## config.mk

```make
export PLATFORM = sky130hd
export DESIGN_NAME = mig_rw_arbiter
export DESIGN_NICKNAME = d
export VERILOG_FILES = /design/src/rtl/mig_rw_arbiter.sv
export SDC_FILE = /design/constraint.sdc
export NUM_CORES = 1
export LEC_CHECK = 0
export ABC_AREA = 1
export CAP_MARGIN = 20
export CORE_MARGIN = 3
export CORE_UTILIZATION = 43
export CTS_CLUSTER_DIAMETER = 100
export DETAILED_ROUTE_END_ITERATION = 12
export PLACE_DENSITY = 0.87
export SLEW_MARGIN = 40
export SYNTH_ARGS = -nofsm -noshare
export SYNTH_HDL_FRONTEND = slang
export SYNTH_SLANG_ARGS = --single-unit
```

## constraint.sdc

```tcl
create_clock -name ui_clk -period 10.8 [get_ports ui_clk]
set_input_delay 3.24 -clock ui_clk [delete_from_list [all_inputs] [get_ports ui_clk]]
set_output_delay 3.24 -clock ui_clk [all_outputs]
set_load 0.02 [all_outputs]
```

## src/rtl/mig_rw_arbiter.sv

```systemverilog
// Round-robin owner of the single MIG command port, shared by one write and one read
// controller. One queued request per side, start pulse on grant, watchdog-bounded hold.
//
// state       | meaning
// ------------+---------------------------------------------------------------
// ST_IDLE     | no owner; grants once calibrated and a request is pending
// ST_WR_START | one-cycle start pulse to write controller, pending consumed
// ST_WR_BUSY  | write controller owns the port until done or watchdog
// ST_RD_START | one-cycle start pulse to read controller, pending consumed
// ST_RD_BUSY  | read controller owns the port until done or watchdog
module mig_rw_arbiter #(
    parameter int ADDR_W      = 28,
    parameter int LEN_W       = 16,
    parameter int TIMEOUT_CYC = 65535
) (
    input  logic              ui_clk,
    input  logic              rst,
    input  logic              init_calib_complete,

    input  logic              wr_req,
    input  logic [ADDR_W-1:0] wr_req_addr,
    input  logic [LEN_W-1:0]  wr_req_len,
    output logic              wr_busy,
    input  logic              rd_req,
    input  logic [ADDR_W-1:0] rd_req_addr,
    input  logic [LEN_W-1:0]  rd_req_len,
    output logic              rd_busy,

    output logic              wr_ctrl_req,
    output logic [ADDR_W-1:0] wr_ctrl_addr,
    output logic [LEN_W-1:0]  wr_ctrl_len,
    input  logic              wr_ctrl_done,
    input  logic [ADDR_W-1:0] wr_ctrl_app_addr,
    input  logic [2:0]        wr_ctrl_app_cmd,
    input  logic              wr_ctrl_app_en,
    output logic              wr_ctrl_app_rdy,

    output logic              rd_ctrl_req,
    output logic [ADDR_W-1:0] rd_ctrl_addr,
    output logic [LEN_W-1:0]  rd_ctrl_len,
    input  logic              rd_ctrl_done,
    input  logic [ADDR_W-1:0] rd_ctrl_app_addr,
    input  logic [2:0]        rd_ctrl_app_cmd,
    input  logic              rd_ctrl_app_en,
    output logic              rd_ctrl_app_rdy,

    output logic [ADDR_W-1:0] app_addr,
    output logic [2:0]        app_cmd,
    output logic              app_en,
    input  logic              app_rdy,

    output logic              wr_grant,
    output logic              rd_grant,
    output logic              err_timeout
);

    localparam logic [2:0] ST_IDLE     = 3'd0;
    localparam logic [2:0] ST_WR_START = 3'd1;
    localparam logic [2:0] ST_WR_BUSY  = 3'd2;
    localparam logic [2:0] ST_RD_START = 3'd3;
    localparam logic [2:0] ST_RD_BUSY  = 3'd4;

    localparam int              WD_W    = $clog2(TIMEOUT_CYC + 1);
    localparam logic [WD_W-1:0] WD_LOAD = WD_W'(TIMEOUT_CYC - 1);
    localparam logic [WD_W-1:0] WD_ONE  = WD_W'(1);

    logic [2:0]        state, state_nxt;
    logic              wr_pend, rd_pend;
    logic [ADDR_W-1:0] wr_addr_q, rd_addr_q;
    logic [LEN_W-1:0]  wr_len_q, rd_len_q;
    logic              last_wr;
    logic [WD_W-1:0]   wd_cnt;
    logic              wd_expired;
    logic              in_busy;

    // Watchdog counts down the BUSY cycles left; zero means this is the last one.
    assign wd_expired = (wd_cnt == '0);
    assign in_busy    = (state == ST_WR_BUSY) || (state == ST_RD_BUSY);

    always_comb begin
        state_nxt = state;
        case (state)
            ST_IDLE: begin
                if (init_calib_complete) begin
                    if (wr_pend && (!rd_pend || !last_wr))
                        state_nxt = ST_WR_START;
                    else if (rd_pend)
                        state_nxt = ST_RD_START;
                end
            end
            ST_WR_START: state_nxt = ST_WR_BUSY;
            ST_WR_BUSY:  if (wr_ctrl_done || wd_expired) state_nxt = ST_IDLE;
            ST_RD_START: state_nxt = ST_RD_BUSY;
            ST_RD_BUSY:  if (rd_ctrl_done || wd_expired) state_nxt = ST_IDLE;
            default:     state_nxt = ST_IDLE;
        endcase
    end

    always_ff @(posedge ui_clk or posedge rst) begin
        if (rst) begin
            state       <= ST_IDLE;
            wr_grant    <= 1'b0;
            rd_grant    <= 1'b0;
            wr_ctrl_req <= 1'b0;
            rd_ctrl_req <= 1'b0;
            last_wr     <= 1'b0;
            err_timeout <= 1'b0;
            wd_cnt      <= '0;
        end else begin
            state       <= state_nxt;
            wr_grant    <= (state_nxt == ST_WR_START) || (state_nxt == ST_WR_BUSY);
            rd_grant    <= (state_nxt == ST_RD_START) || (state_nxt == ST_RD_BUSY);
            wr_ctrl_req <= (state_nxt == ST_WR_START);
            rd_ctrl_req <= (state_nxt == ST_RD_START);

            if (state == ST_WR_BUSY && state_nxt == ST_IDLE)
                last_wr <= 1'b1;
            else if (state == ST_RD_BUSY && state_nxt == ST_IDLE)
                last_wr <= 1'b0;

            // A done in the expiring cycle is a clean finish, not a timeout.
            if ((state == ST_WR_BUSY && !wr_ctrl_done && wd_expired) ||
                (state == ST_RD_BUSY && !rd_ctrl_done && wd_expired))
                err_timeout <= 1'b1;

            if (state == ST_WR_START || state == ST_RD_START)
                wd_cnt <= WD_LOAD;
            else if (in_busy && !wd_expired)
                wd_cnt <= wd_cnt - WD_ONE;
        end
    end

    always_ff @(posedge ui_clk or posedge rst) begin
        if (rst) begin
            wr_pend   <= 1'b0;
            wr_addr_q <= '0;
            wr_len_q  <= '0;
        end else if (state == ST_WR_START) begin
            wr_pend <= 1'b0;
        end else if (wr_req && (wr_req_len != '0) && !wr_pend) begin
            wr_pend   <= 1'b1;
            wr_addr_q <= wr_req_addr;
            wr_len_q  <= wr_req_len;
        end
    end

    always_ff @(posedge ui_clk or posedge rst) begin
        if (rst) begin
            rd_pend   <= 1'b0;
            rd_addr_q <= '0;
            rd_len_q  <= '0;
        end else if (state == ST_RD_START) begin
            rd_pend <= 1'b0;
        end else if (rd_req && (rd_req_len != '0) && !rd_pend) begin
            rd_pend   <= 1'b1;
            rd_addr_q <= rd_req_addr;
            rd_len_q  <= rd_req_len;
        end
    end

    assign wr_busy      = wr_pend | wr_grant;
    assign rd_busy      = rd_pend | rd_grant;
    assign wr_ctrl_addr = wr_addr_q;
    assign wr_ctrl_len  = wr_len_q;
    assign rd_ctrl_addr = rd_addr_q;
    assign rd_ctrl_len  = rd_len_q;

    always_comb begin
        app_addr        = '0;
        app_cmd         = '0;
        app_en          = 1'b0;
        wr_ctrl_app_rdy = 1'b0;
        rd_ctrl_app_rdy = 1'b0;
        if (wr_grant) begin
            app_addr        = wr_ctrl_app_addr;
            app_cmd         = wr_ctrl_app_cmd;
            app_en          = wr_ctrl_app_en;
            wr_ctrl_app_rdy = app_rdy;
        end else if (rd_grant) begin
            app_addr        = rd_ctrl_app_addr;
            app_cmd         = rd_ctrl_app_cmd;
            app_en          = rd_ctrl_app_en;
            rd_ctrl_app_rdy = app_rdy;
        end
    end

endmodule

```

==> out/metrics.cfg, run 1 <==
[floorplanning]
row_count = 40
coreArea_um2 = 12200
start_util = 0.446
die_w_um = 118
die_h_um = 118
ios = 289
die_area_um2 = 14000

[place]
place.gp.congestion = 0.868
portBuffers = 288
place_ws_ps = 3050
dp_hpwl_um = 12400

[synth]
ys_warn_count = 0
synthCells = 683
syn_nets = 844
synth.yosys.seq_area_share = 0.531
ys_seq_elements = 115
post_synth_num_cell_types = 32
avgSynthCellArea_um2 = 7.94
synthSimpleGateAreaFrac = 0.245
synth_top_family_by_area = simple AND/OR/NAND/NOR gates
synth_fa_ha_area_frac = 0.00231
synth_compound_area_frac = 0.107
syn-cell-area_um2 = 5420
synth_mux_area_frac = 0
post_synth_xor_area_fraction = 0.00808

[global_route]
track_usage = 0.242
grt_overflow = 0
antenna_found_initial = 0
grt_pass1_wl_um = 27100
grt_pass1_vias = 5205
grt_max_degree = 90

[clock_network]
numClockSinks = 115
cts_tree = built
cts-resized-gates = 0
numCtsBuffers = 17
htree_num_levels = 4
post-cts-setup-buffer-count = 0
clock_latency_ps = 410
cts_root_buf = clkbuf_16
cts_hold_buf = 0
cts_max_path_buffers = 2
clk_pin_slew_ps = 50

[timing]
tns_ps = 0
max_freq_mhz = 129
slew_headroom = 0.537
min_period_ps = 7770
hold_ws_ps = 475
clock_skew_ps = 7.79
rsz0062_at_grt = false
final_max_slew_viol_count = 0
fin_ws_ps = 3030
finalCritPeriodShare = 0.720
tightest_slew_ps = 695
finalSetupViolations = 0
hold_violations = 0

[power]
power.leakage_nw = 4.25
p_per_area_nw_per_um2 = 281
peakVddDrop_v = 0.000163

[run_status]
outcome = complete, no violations

[layout]
syn_to_final_growth_pct = 66.1
fillCellCount = 862
drive_gt1_frac = 0.0594
nets = 1125
antennaDiodeCount = 0

[critical_path]
crit_type = input port to output port
crit_arrival_ps = 4530
start_kind = input port
crit_path_max_fanout = 1
endpoint_kind = output port
crit_start = rd_ctrl_app_addr[17]
r2r-start = state[2]$_DFF_PP0_
cp.required_ps = 7560

[route]
drt_iter0_markers = 455
drc = 0
viasPerCell = 4.81
wl_per_cell_um = 15.0
antenna_left = 0
wl_um = 17200
drtPass1Iterations = 5
vias = 5503

[worst_hold_path]
min_from = last_wr$_DFFE_PP0P_
hold_path.class = flip-flop to flip-flop

[flow_run]
maxCapViolCount = 0

==> registers in the layout, indices dropped and copies added (netlist names) <==
| signal | count |
|---|---|
| rd_grant | 1 |
| wr_pend | 1 |
| err_timeout | 1 |
| rd_pend | 1 |
| rd_ctrl_len | 16 |
| wr_ctrl_len | 16 |
| wr_grant | 1 |
| state | 3 |
| wd_cnt | 16 |
| wr_ctrl_addr | 28 |
| rd_ctrl_req | 1 |
| rd_ctrl_addr | 28 |
| last_wr | 1 |
| wr_ctrl_req | 1 |
==> per-stage QoR <==
stage                     std cells  power [W]  utilization  instance area, µm²
after floorplan                 683    0.00139            -                5420
after global placement         1111    0.00194        0.688                8370
after detailed placement       1111    0.00197        0.689                8370
after CTS                      1143    0.00253        0.737                8960
after global routing           1145    0.00268        0.740                9000
final                          1145    0.00253        0.740                9000
==> cells by family (layout without fill, tap and decap cells) <==
kind of cell,Yosys count,count (layout)
buffers and inverters,140,434
adder cells (fa/ha/maj),1,1
AND/OR/NAND/NOR,309,309
flip-flops,115,115
AO/OA/AOI/OAI,113,113
XOR/XNOR,5,5
==> final cells by class <==
class / count / area, µm² / area share
multi-input cells: 428 / 1960 / 0.218
clock buffers: 20 / 457 / 0.0507
repair buffers: 292 / 2940 / 0.327
inverters: 110 / 420 / 0.0467
flip-flops and latches: 115 / 2880 / 0.320
well taps: 168 / 210 / 0.0233
clock inverters: 12 / 133 / 0.0147
==> critical path, cell delays in order <==
cell and delay [ps]:
clkdlybuf4s50_1 460, nand3_1 70, nand2_1 150, clkdlybuf4s50_1 620
==> cell usage after synthesis <==
| cell | count | share of area |
|---|---|---|
| nor2_1 | 35 | 0.024 |
| xnor2_1 | 4 | 0.0065 |
| nand2_1 | 204 | 0.14 |
| nor2_2 | 2 | 0.0023 |
| dfrtp_1 | 115 | 0.53 |
| o21bai_1 | 1 | 0.0014 |
| a21oi_2 | 1 | 0.0016 |
| clkbuf_1 | 14 | 0.0097 |
| a21oi_1 | 6 | 0.0055 |
| inv_1 | 104 | 0.072 |
| nand2_4 | 2 | 0.0042 |
| o21ai_1 | 16 | 0.015 |
| nand4_1 | 4 | 0.0046 |
| xor2_1 | 1 | 0.0016 |
| buf_1 | 1 | 0.00069 |
| nand2_2 | 3 | 0.0035 |
| inv_4 | 2 | 0.0023 |
| o21ai_0 | 87 | 0.080 |
| nand3b_1 | 5 | 0.0069 |
| or2_1 | 1 | 0.0012 |
| nand3_4 | 2 | 0.0065 |
| o21ai_2 | 1 | 0.0016 |
| nor2_4 | 2 | 0.0042 |
| nand3_1 | 43 | 0.040 |
| nor3_1 | 1 | 0.00092 |
| or2_2 | 1 | 0.0012 |
| buf_6 | 5 | 0.010 |
| ha_1 | 1 | 0.0023 |
| inv_2 | 4 | 0.0028 |
| nor4_1 | 4 | 0.0046 |
| o211ai_1 | 1 | 0.0014 |
| buf_2 | 10 | 0.0092 |
==> layer usage <==
metal / part of all wire / track usage
met1: 0.41 / 0.296
met2: 0.50 / 0.406
met3: 0.084 / 0.0789
met4: 0.015 / 0.0740
met5: 0 / 0
==> worst paths after layout <==
| check | end | slack, ps | depth (start not counted) |
|---|---|---|---|
| setup reg to reg | rd_ctrl_addr[7]$_DFFE_PP0P_ | 9030 | 10 |
| hold reg to reg | last_wr$_DFFE_PP0P_ | 470 | 2 |
| hold / removal | last_wr$_DFFE_PP0P_ | 470 | 2 |
| setup / recovery | app_addr[17] | 3030 | 4 |
| min in group asynchronous | wr_ctrl_addr[24]$_DFFE_PP0P_ | 3210 | 2 |
| max in group asynchronous | wd_cnt[1]$_DFFE_PP0P_ | 6540 | 3 |
==> where the power goes <==
| part | leakage, nW | total [W] | internal, W | switching, W |
|---|---|---|---|---|
| clock network | 0.259 | 0.000548 | 0.000350 | 0.000197 |
| registers | 1.39 | 0.000744 | 0.000619 | 0.000125 |
| logic | 2.59 | 0.00124 | 0.000550 | 0.000689 |
==> cells in the final DEF (no fill, tap or decap) <==
cell type	n
a21oi_1	6
a21oi_2	1
buf_12	2
buf_4	1
buf_6	1
bufinv_16	2
clkbuf_1	1
clkbuf_16	17
clkbuf_8	2
clkdlybuf4s50_1	288
clkinv_2	1
clkinvlp_4	9
dfrtp_1	114
dfrtp_2	1
ha_1	1
inv_1	102
inv_2	5
inv_4	3
nand2_1	204
nand2_2	3
nand2_4	2
nand3_1	43
nand3_4	2
nand3b_1	5
nand4_1	4
nor2_1	35
nor2_2	2
nor2_4	2
nor3_1	1
nor4_1	4
o211ai_1	1
o21ai_0	87
o21ai_1	16
o21ai_2	1
o21bai_1	1
or2_1	1
or2_2	1
xnor2_1	4
xor2_1	1
(Power assumes the default switching activity.)
==> inputs of run 2 (changes only) <==
--- a/config.mk
+++ b/config.mk
@@ -8,10 +8,10 @@
 export ABC_AREA = 1
 export CAP_MARGIN = 20
 export CORE_MARGIN = 3
-export CORE_UTILIZATION = 43
+export CORE_UTILIZATION = 40
 export CTS_CLUSTER_DIAMETER = 100
 export DETAILED_ROUTE_END_ITERATION = 12
-export PLACE_DENSITY = 0.87
+export PLACE_DENSITY = 0.82
 export SLEW_MARGIN = 40
 export SYNTH_ARGS = -nofsm -noshare
 export SYNTH_HDL_FRONTEND = slang
==> constraint.sdc (replaced) <==
create_clock -name ui_clk -period 7.4 [get_ports ui_clk]
set_input_delay 2.22 -clock ui_clk [delete_from_list [all_inputs] [get_ports ui_clk]]
set_output_delay 2.22 -clock ui_clk [all_outputs]
set_load 0.02 [all_outputs]
==> run 2 against run 1 <==
Non-clock buffer count decreased by 1. Clock-buffer cell count down 1. Cell count up 0.26%. Clock skew is 2.1 ps lower. Combinational power increased by 42%. Highest routed layer unchanged.
==> out/metrics.cfg, run 2 (same netlist as run 1, synthesis figures left out) <==
[flow_run]
maxCapViolCount = 0  ; unchanged

[critical_path]
crit_arrival_ps = 3520  ; -1010 ps
max_stage_delay_ps = 620  ; about the same
path_buf_inv = 2  ; unchanged
crit_chain = clkdlybuf4s50_1 > nand2_1 > nor2_1 > clkdlybuf4s50_1
cp.required_ps = 5180  ; -2380 ps
endpoint_kind = output port
start_kind = input port
crit_slowest_cell = clkdlybuf4s50_1
crit_type = input port to output port
path_delay_family = buffers and inverters
crit_path_max_fanout = 2  ; +1
path_common_cell = clkdlybuf4s50_1

[place]
place_inst = 1114  ; +0.27%
portBuffers = 288  ; unchanged
dp_hpwl_um = 12200  ; -1.4%
place.gp.congestion = 0.871  ; +0.35%
placed_area_um2 = 8370  ; about the same

[route]
wl_um = 16400  ; -4.9%
drt_iter0_markers = 407  ; -11%
drc = 0  ; unchanged
vias = 5276  ; -4.1%
viasPerCell = 4.60  ; -4.4%
drtPass1Iterations = 5  ; unchanged
wl_per_cell_um = 14.3  ; -5.1%
antenna_left = 0  ; unchanged

[clock_network]
numClockSinks = 115  ; unchanged
clock_latency_ps = 410  ; about the same
htree_num_levels = 4  ; unchanged
post-cts-setup-buffer-count = 0  ; unchanged
cts_hold_buf = 0  ; unchanged
cts_root_buf = clkbuf_16
cts_tree = built
cts_max_path_buffers = 2  ; unchanged
numCtsBuffers = 17  ; unchanged
cts-resized-gates = 0  ; unchanged
clk_pin_slew_ps = 50  ; about the same

[layout]
drive_gt1_frac = 0.0605  ; +0.00109
fillCellCount = 1005  ; +17%
post-route-util = 0.700  ; -0.0405
postLayoutCellArea_um2 = 9050  ; +0.49%
antennaDiodeCount = 0  ; unchanged
final_cell_count_no_fill = 1148  ; +0.26%
final_common_cell = clkdlybuf4s50_1
syn_to_final_growth_pct = 66.9
final_cell_mix = clkdlybuf4s50_1 (288), nand2_1 (204), dfrtp_1 (113), inv_1 (102), o21ai_0 (87)
nets = 1124  ; -0.089%

[global_route]
grt_max_degree = 90  ; unchanged
grt_pass1_vias = 4979  ; -4.3%
grt_overflow = 0  ; unchanged
grt_pass1_wl_um = 25300  ; -6.4%
antenna_found_initial = 0  ; unchanged
track_usage = 0.215  ; -0.0263

[timing]
min_period_ps = 5740
rsz0062_at_grt = false
final_max_slew_viol_count = 0  ; unchanged
finalSetupViolations = 0  ; unchanged
max_freq_mhz = 174
tns_ps = 0  ; unchanged
slew_headroom = 0.578  ; +0.0413
tightest_slew_ps = 633  ; -62.0 ps
hold_violations = 0  ; unchanged
clock_skew_ps = 5.65  ; -2.14 ps
finalCritPeriodShare = 0.776

[power]
p_per_area_nw_per_um2 = 412  ; +47%
peakVddDrop_v = 0.000255  ; +57%
power_w = 0.00373  ; +47%
power.leakage_nw = 4.28  ; +0.83%

[floorplanning]
die_area_um2 = 15000  ; +7.1%
coreArea_um2 = 12900  ; +6.3%
die_w_um = 122  ; +3.5%
start_util = 0.419  ; -0.0264
ios = 289  ; unchanged
row_count = 41  ; +2.5%
die_h_um = 122  ; +3.5%

[run_status]
outcome = complete, no violations

[worst_hold_path]
hold_path.class = flip-flop to flip-flop

==> run 2: cell types whose count changed in the layout (fill, tap and decap cells not counted), sizes merged <==
cell / before / now
clkinvlp: 9 / 4
clkinv: 1 / 5
bufinv: 2 / 4
buf: 4 / 3
clkbuf: 20 / 19
==> run 2: final timing paths <==
check	from	to	slack, ps	cells after the start
worst min-delay path	err_timeout$_DFFE_PP0P_	err_timeout$_DFFE_PP0P_	480	2
worst max-delay path	app_rdy	rd_ctrl_app_rdy	1660	4
max in group asynchronous	rst	rd_pend$_DFFE_PP0P_	4070	3
min in group asynchronous	rst	wr_ctrl_addr[14]$_DFFE_PP0P_	2270	2
worst max register to register	state[0]$_DFF_PP0_	rd_ctrl_addr[8]$_DFFE_PP0P_	5480	8
worst min register to register	err_timeout$_DFFE_PP0P_	err_timeout$_DFFE_PP0P_	480	2
==> run 2: stage by stage <==
stage                     setup WS (ps)  hold slack (ps)
after floorplan                    2140              442
after global placement             1630              446
after detailed placement           1670              457
after CTS                          1670              477
after global routing               1610              496
final                              1660              477
==> run 2: cell type report <==
| type | instances | area [µm²] | share of cell area |
|---|---|---|---|
| Clock inverter | 13 | 183 | 0.0202 |
| Multi-Input combinational cell | 428 | 1960 | 0.217 |
| Timing Repair Buffer | 291 | 2930 | 0.324 |
| Sequential cell | 115 | 2880 | 0.318 |
| Inverter | 110 | 423 | 0.0467 |
| Clock buffer | 19 | 453 | 0.0501 |
| Tap cell | 172 | 215 | 0.0238 |
==> run 2: worst reg2reg max path: cells and delay by family (launching register included) <==
kind / cells / cell delay, ps
simple gates: 4 / 700
compound gates: 1 / 210
buf+inv: 3 / 490
flops: 1 / 420
==> run 2: layer usage <==
metal / part of all wire / vias up / GRT usage / wire length, µm
met4: 0.013 / 0 / 0.0693 / 213
li1: - / 2688 / - / -
met2: 0.49 / 179 / 0.347 / 7960
met1: 0.41 / 2390 / 0.272 / 6700
met3: 0.092 / 19 / 0.0756 / 1500
met5: 0 / - / 0 / 0
==> run 2: power by group <==
group          leakage [nW]  total (W)  internal (W)  switching [W]
logic                  2.59    0.00176      0.000799       0.000959
clock network         0.301   0.000865      0.000579       0.000285
registers              1.39    0.00111      0.000903       0.000202
==> inputs of run 3 (changes only) <==
--- a/config.mk
+++ b/config.mk
@@ -8,10 +8,10 @@
 export ABC_AREA = 1
 export CAP_MARGIN = 20
 export CORE_MARGIN = 3
-export CORE_UTILIZATION = 40
+export CORE_UTILIZATION = 36
 export CTS_CLUSTER_DIAMETER = 100
 export DETAILED_ROUTE_END_ITERATION = 12
-export PLACE_DENSITY = 0.82
+export PLACE_DENSITY = 0.78
 export SLEW_MARGIN = 40
 export SYNTH_ARGS = -nofsm -noshare
 export SYNTH_HDL_FRONTEND = slang
==> constraint.sdc (replaced) <==
create_clock -name ui_clk -period 5.19 [get_ports ui_clk]
set_input_delay 1.557 -clock ui_clk [delete_from_list [all_inputs] [get_ports ui_clk]]
set_output_delay 1.557 -clock ui_clk [all_outputs]
set_load 0.02 [all_outputs]
==> run 3 against run 2 <==
Clock skew grew 3.5 ps. Sequential power up 39%. Clock power is 45% higher. Power up 44%. Via count decreased by 0.11%. Sequential cell count unchanged. Core utilization fell by 8.0 points. Global-route usage fell by 2.2 points. Combinational power grew 45%. First-iteration DRC count decreased by 28%. Hold slack worse by 8.5 ps. Register-to-register slack worse by 2000 ps. Highest routed layer unchanged.
==> out/metrics.cfg, run 3 (same netlist as run 1, synthesis figures left out) <==
[worst_hold_path]
hold_path.class = flip-flop to flip-flop

[timing]
finalSetupViolations = 0  ; unchanged
hold_violations = 0  ; unchanged
tightest_slew_ps = 631  ; -1.89 ps
tns_ps = 0  ; unchanged
final_max_slew_viol_count = 0  ; unchanged
finalCritPeriodShare = 0.852
slew_headroom = 0.579  ; +0.00126
clock_skew_ps = 9.13  ; +3.49 ps
hold_ws_ps = 468  ; -8.49 ps
min_period_ps = 4420
max_freq_mhz = 226
rsz0062_at_grt = false

[floorplanning]
die_w_um = 129  ; +5.1%
coreArea_um2 = 14600  ; +13%
die_area_um2 = 16600  ; +11%
ios = 289  ; unchanged
row_count = 44  ; +7.3%
die_h_um = 129  ; +5.1%
start_util = 0.370  ; -0.0492

[critical_path]
start_kind = input port
crit_path_max_fanout = 1  ; -1
cp.required_ps = 3630  ; -1550 ps
crit_arrival_ps = 2860  ; -660 ps
endpoint_kind = output port
crit_type = input port to output port

[place]
placed_area_um2 = 8400  ; +0.37%
dp_hpwl_um = 12300  ; +0.84%
portBuffers = 288  ; unchanged
place.gp.congestion = 0.852  ; -2.2%

[power]
peakVddDrop_v = 0.000336  ; +32%
power.leakage_nw = 4.30  ; +0.42%
power_w = 0.00535  ; +44%
p_per_area_nw_per_um2 = 590  ; +43%

[clock_network]
cts_root_buf = clkbuf_16
clock_latency_ps = 410  ; about the same
cts-resized-gates = 0  ; unchanged
cts_hold_buf = 0  ; unchanged
htree_num_levels = 4  ; unchanged
cts_max_path_buffers = 2  ; unchanged
cts_tree = built
post-cts-setup-buffer-count = 0  ; unchanged
numCtsBuffers = 17  ; unchanged
numClockSinks = 115  ; unchanged
clk_pin_slew_ps = 50  ; about the same

[route]
viasPerCell = 4.54  ; -1.3%
drtPass1Iterations = 5  ; unchanged
drc = 0  ; unchanged
antenna_left = 0  ; unchanged
vias = 5270  ; -0.11%
wl_um = 16600  ; +1.5%
drt_iter0_markers = 294  ; -28%
wl_per_cell_um = 14.3  ; +0.30%

[global_route]
grt_max_degree = 90  ; unchanged
grt_overflow = 0  ; unchanged
grt_pass1_vias = 4936  ; -0.86%
antenna_found_initial = 0  ; unchanged
grt_pass1_wl_um = 25600  ; +0.98%
track_usage = 0.194  ; -0.0219

[layout]
final_cell_mix = clkdlybuf4s50_1 (288), nand2_1 (204), dfrtp_1 (114), inv_1 (102), o21ai_0 (87)
post-route-util = 0.620  ; -0.0800
syn_to_final_growth_pct = 67.4
nets = 1126  ; +0.18%
final_common_cell = clkdlybuf4s50_1
antennaDiodeCount = 0  ; unchanged
drive_gt1_frac = 0.0613  ; +0.000899
postLayoutCellArea_um2 = 9080  ; +0.33%

[flow_run]
maxCapViolCount = 0  ; unchanged

[run_status]
outcome = complete, no violations

-- run 3: worst paths after layout --
kind	start	endpoint	slack (ps)	cells after the start
worst max-delay path	rd_ctrl_app_addr[26]	app_addr[26]	770	4
worst min-delay path	err_timeout$_DFFE_PP0P_	err_timeout$_DFFE_PP0P_	470	2
worst max register to register	state[0]$_DFF_PP0_	rd_ctrl_addr[12]$_DFFE_PP0P_	3440	8
worst min register to register	err_timeout$_DFFE_PP0P_	err_timeout$_DFFE_PP0P_	470	2
max in group asynchronous	rst	rd_grant$_DFF_PP0_	2770	3
min in group asynchronous	rst	wr_ctrl_addr[7]$_DFFE_PP0P_	1620	2
-- run 3: critical path, stage by stage --
cell and delay [ps]:
clkdlybuf4s50_1 510, nand3_1 100, nand2_1 90, clkdlybuf4s50_1 600
-- run 3: routing by layer --
metal	wire length [µm]	up-vias	GRT usage
li1	-	2691	-
met1	7060	2378	0.251
met2	7960	180	0.309
met3	1400	21	0.0685
met4	214	0	0.0519
met5	0	-	0
-- run 3: area by class of cell --
cell class	instances	area [µm²]
clock buffers	18	439
multi-input cells	428	1960
fillers	1234	5570
flip-flops and latches	115	2880
well taps	184	230
repair buffers	293	2950
inverters	110	423
clock inverters	14	198
-- run 3: through the flow --
stage,std cells,setup WS (ps)
global route,1162,750
detailed placement,1128,797
global placement,1128,773
finish,1162,769
CTS,1160,791
floorplan,683,589
-- run 3: power breakdown --
| group | switching, W | internal, W | total, W |
|---|---|---|---|
| Combinational | 0.00142 | 0.00114 | 0.00256 |
| Sequential | 0.000254 | 0.00129 | 0.00154 |
| Clock | 0.000427 | 0.000822 | 0.00125 |
| Total | 0.00210 | 0.00325 | 0.00535 |
